$ cat config.mk
export PLATFORM = sky130hd
export DESIGN_NAME = iq_pingpong_ram
export DESIGN_NICKNAME = d
export VERILOG_FILES = /design/src/rtl/iq_pingpong_ram.sv
export SDC_FILE = /design/constraint.sdc
export NUM_CORES = 1
export LEC_CHECK = 0
export BUFFER_PORTS_ARGS = -buffer_cell sky130_fd_sc_hd__buf_2
export CAP_MARGIN = 20
export CORE_UTILIZATION = 40
export DETAILED_ROUTE_END_ITERATION = 12
export SYNTH_ARGS = -nofsm -noshare
export SYNTH_HDL_FRONTEND = slang
export SYNTH_SLANG_ARGS = --single-unit
$ cat constraint.sdc
create_clock -name clk -period 10.4 [get_ports clk]
set_input_delay 0.52 -clock clk [delete_from_list [all_inputs] [get_ports clk]]
set_output_delay 0.52 -clock clk [all_outputs]
set_load 0.01 [all_outputs]
$ cat src/rtl/iq_pingpong_ram.sv
// rtl/iq_pingpong_ram.sv - two-bank ping-pong complex sample buffer with frame handoff
module iq_pingpong_ram #(
    parameter int DATA_W = 16,
    parameter int DEPTH  = 14,
    parameter int ADDR_W = $clog2(DEPTH)
) (
    input  logic                     clk,
    input  logic                     rst_n,
    input  logic                     wr_valid,
    output logic                     wr_ready,
    input  logic signed [DATA_W-1:0] wr_re,
    input  logic signed [DATA_W-1:0] wr_im,
    output logic [ADDR_W-1:0]        wr_cnt,
    output logic                     frame_rdy,
    input  logic                     rd_en,
    input  logic [ADDR_W-1:0]        rd_addr,
    output logic signed [DATA_W-1:0] rd_re,
    output logic signed [DATA_W-1:0] rd_im,
    output logic                     rd_valid,
    output logic                     rd_err,
    input  logic                     rd_done,
    output logic                     wr_bank,
    output logic                     rd_bank
);

    localparam logic [ADDR_W-1:0] LAST_ADDR = ADDR_W'(DEPTH - 1);
    localparam logic [ADDR_W:0]   DEPTH_X   = (ADDR_W + 1)'(DEPTH);

    logic [2*DATA_W-1:0] mem0 [DEPTH];
    logic [2*DATA_W-1:0] mem1 [DEPTH];

    logic [1:0] full;
    logic [1:0] full_nxt;
    logic       wr_acc;
    logic       wr_last;
    logic       rd_rel;
    logic       rd_legal;

    assign wr_ready  = ~full[wr_bank];
    assign frame_rdy = full[rd_bank];
    assign wr_acc    = wr_valid & wr_ready;
    assign wr_last   = wr_acc & (wr_cnt == LAST_ADDR);
    assign rd_rel    = rd_done & frame_rdy;
    assign rd_legal  = rd_en & frame_rdy & ({1'b0, rd_addr} < DEPTH_X);

    // A completing write and a release never target the same bank, so both apply.
    always_comb begin
        full_nxt = full;
        if (rd_rel) begin
            full_nxt[rd_bank] = 1'b0;
        end
        if (wr_last) begin
            full_nxt[wr_bank] = 1'b1;
        end
    end

    always_ff @(posedge clk) begin
        if (!rst_n) begin
            full    <= 2'b00;
            wr_cnt  <= '0;
            wr_bank <= 1'b0;
            rd_bank <= 1'b0;
        end else begin
            full <= full_nxt;
            if (wr_acc) begin
                if (wr_last) begin
                    wr_cnt  <= '0;
                    wr_bank <= ~wr_bank;
                end else begin
                    wr_cnt <= wr_cnt + 1'b1;
                end
            end
            if (rd_rel) begin
                rd_bank <= ~rd_bank;
            end
        end
    end

    // Storage is deliberately left unreset so it maps onto block RAM.
    always_ff @(posedge clk) begin
        if (rst_n && wr_acc) begin
            if (wr_bank) begin
                mem1[wr_cnt] <= {wr_re, wr_im};
            end else begin
                mem0[wr_cnt] <= {wr_re, wr_im};
            end
        end
    end

    // Read uses the pre-toggle rd_bank, so a read alongside rd_done sees the released frame.
    always_ff @(posedge clk) begin
        if (!rst_n) begin
            rd_re    <= '0;
            rd_im    <= '0;
            rd_valid <= 1'b0;
            rd_err   <= 1'b0;
        end else begin
            rd_valid <= rd_legal;
            rd_err   <= rd_en & ~rd_legal;
            if (rd_legal) begin
                if (rd_bank) begin
                    {rd_re, rd_im} <= mem1[rd_addr];
                end else begin
                    {rd_re, rd_im} <= mem0[rd_addr];
                end
            end
        end
    end

endmodule

==> impl_metrics.json <==
{
  "h-tree-depth": 3,
  "synth_area_leaders": "edfxtp_1 (74%), mux4_2 (9.4%), mux2_2 (2.5%)",
  "fp.dieW_um": 303,
  "ctsHoldBuffers": 0,
  "insertion_delay_ns": 0.64,
  "grt_antenna_before_repair": 4,
  "p_leak_nw": 13.3,
  "ys_async_sr_fraction_pct": 0,
  "path_clk_slew_ns": 0.06,
  "clock-sinks": 938,
  "finalPower_w": 0.00776,
  "nFillCells": 7499,
  "viasPerCell": 5.64,
  "max_freq_mhz": 316,
  "finalSetupViolCount": 0,
  "final_hold_viol_count": 0,
  "num_io_pins": 83,
  "route.detailed.drc": 0,
  "yosysWarnings": 0,
  "numCtsBuffers": 97,
  "final_cell_mix": "edfxtp_1 (896), mux4_2 (151), clkbuf_16 (99), mux2i_1 (86), mux2_2 (81)",
  "synth_edf_count": 896,
  "status": "finished clean",
  "ys.flop_type": "edfxtp_1",
  "die_y_um": 303,
  "post_cts_buffers": 0,
  "track_usage_pct": 19.0,
  "vias": 17948,
  "firstDrtPassIters": 5,
  "path_cells": "buf_6 > buf_4 > buf_4 > or2_2 > o22ai_1 > a21oi_1 > a22oi_1 > a21oi_1",
  "portBuffers": 82,
  "synthDistinctLibCells": 47,
  "core_area_um2": 89900,
  "cts-root-buf": "clkbuf_16",
  "grt_pass1_wl_mm": 126,
  "drive_gt1_share_pct": 26.1,
  "syn_nets": 1850,
  "finalCritPeriodShare_pct": 30.4,
  "cts_resized": 0,
  "worstHoldPathType": "input pin to flip-flop",
  "syn-cell-area_um2": 36300,
  "post_dp_cell_area_um2": 38100,
  "cts_tree": "yes",
  "start_kind": "input pin",
  "area_delta_synth_final_pct": 13.4,
  "slew_violations": 0,
  "syn_area_per_cell_um2": 20.1,
  "rsz0062_at_grt": "false",
  "cp_data_arrival_time_ns": 3.73,
  "clock_skew_ns": 0.0205,
  "wire_per_inst_um": 27.1,
  "start_util_pct": 40.4,
  "cp.required_ns": 10.96,
  "maxCapViolations": 0,
  "power.density_nw_per_um2": 188,
  "synth-seq-area-share_pct": 76.5,
  "cpMaxStageDelayCell": "or2_2",
  "finalCriticalPeriod_ns": 3.17,
  "ys_ff_latch": 938,
  "ir_worst_vdd_mv": 0.117,
  "drt_iter0_drc": 1778,
  "gp_congestion": 0.733,
  "final_util_pct": 45.8,
  "crit_fanout": 41,
  "critPathKind": "input pin to flip-flop",
  "yosysTopAreaCellShare_pct": 74.1,
  "max_stage_delay_ns": 0.86,
  "dieArea_um2": 91900,
  "slew_headroom_pct": 31.5,
  "fin_nets": 1973,
  "critPathCaptureType": "flip-flop",
  "dp_hpwl_mm": 45.4,
  "fin_tns_setup_ns": 0,
  "grt_pass1_vias": 18326,
  "yosysTopAreaCell": "edfxtp_1",
  "wl_mm": 86.3,
  "placementRows": 110,
  "postRouteAntennaNets": 0,
  "ctsLongestPathBuffers": 3,
  "tightestPinTransition_ns": 1.03,
  "layout_commonest_cell": "edfxtp_1",
  "fin_area_um2": 41200,
  "netlist_instances": 1805,
  "grt-ovfl-total": 0,
  "grt_max_degree": 133
}
## synth_stat cells, types with 16 or more instances
cell type,count
o211ai_1,39
mux4_2,151
clkbuf_1,41
edfxtp_1,896
a21oi_1,45
dfxtp_1,42
and2_1,24
nor2_1,27
o22a_1,19
mux2_2,81
nand2_1,64
nand3_1,17
buf_2,31
mux2i_1,86
o21ai_0,36
buf_4,16
mux2_1,23
nand2b_1,23
a22oi_1,20
## report_power, final
group	leakage, nW	internal (W)	switching [W]
Clock	1.49	0.00192	0.00138
Combinational	3.37	0.000114	0.000184
Sequential	8.40	0.00415	0.00000354
Total	13.3	0.00618	0.00157
## per-stage QoR
stage,hold WS (ns),setup slack (ns),std cells
after floorplan,0.482,6.65,1805
after global placement,0.508,6.60,3001
after detailed placement,0.524,6.59,3004
after CTS,0.109,7.27,3182
after global routing,0.136,7.10,3183
final,0.147,7.23,3184
## final timing paths
path                    from       end  slack, ns  cells after the start
setup / recovery  rd_addr[0]  rd_im[4]       7.23                      8
hold / removal       rd_done   rd_bank       0.15                      2
setup reg to reg     rd_bank  rd_re[9]       7.56                      6
hold reg to reg      full[1]   rd_bank       0.55                      1
## kinds of logic (layout without fill, tap and decap cells)
kind of cell / after synthesis / after routing / share of synthesized area [%]
buf+inv: 113 / 315 / 1.69
other cells: 0 / 1 / 0
compound gates: 233 / 233 / 4.38
simple gates: 176 / 176 / 2.37
mux: 341 / 341 / 15.0
fa+ha+maj: 4 / 4 / 0.138
flops: 938 / 938 / 76.5
## critical path, delay by kind of cell
| kind | cells | cell delay [ns] |
|---|---|---|
| AOI/OAI and AO/OA | 4 | 0.66 |
| buffers and inverters | 3 | 1.56 |
| and+or+nand+nor | 1 | 0.86 |
## layout make-up
type	count	area [µm²]	area share (%)
flip-flops and latches	938	27700	67.4
multi-input cells	754	8010	19.5
clock buffers	116	2570	6.25
well taps	1176	1470	3.57
repair buffers	131	866	2.10
clock inverters	62	468	1.14
inverters	6	22.5	0.0547
diodes	1	2.50	0.00608
## flip-flops by register name, summed over array words and instances, names as in the netlist
signal,cells
mem1,448
rd_re,16
rd_valid,1
rd_err,1
full,2
rd_bank,1
wr_cnt,4
mem0,448
wr_bank,1
rd_im,16
## metal layers
metal | vias up | track usage [%] | part of all wire [%]
met1 | 9592 | 27.7 | 45
met4 | 2 | 4.88 | 2.1
met2 | 561 | 29.4 | 47
met5 | - | 0 | 0.015
met3 | 128 | 3.49 | 6.1
li1 | 7665 | - | -
Note: power is estimated with default switching activity, not from simulation.
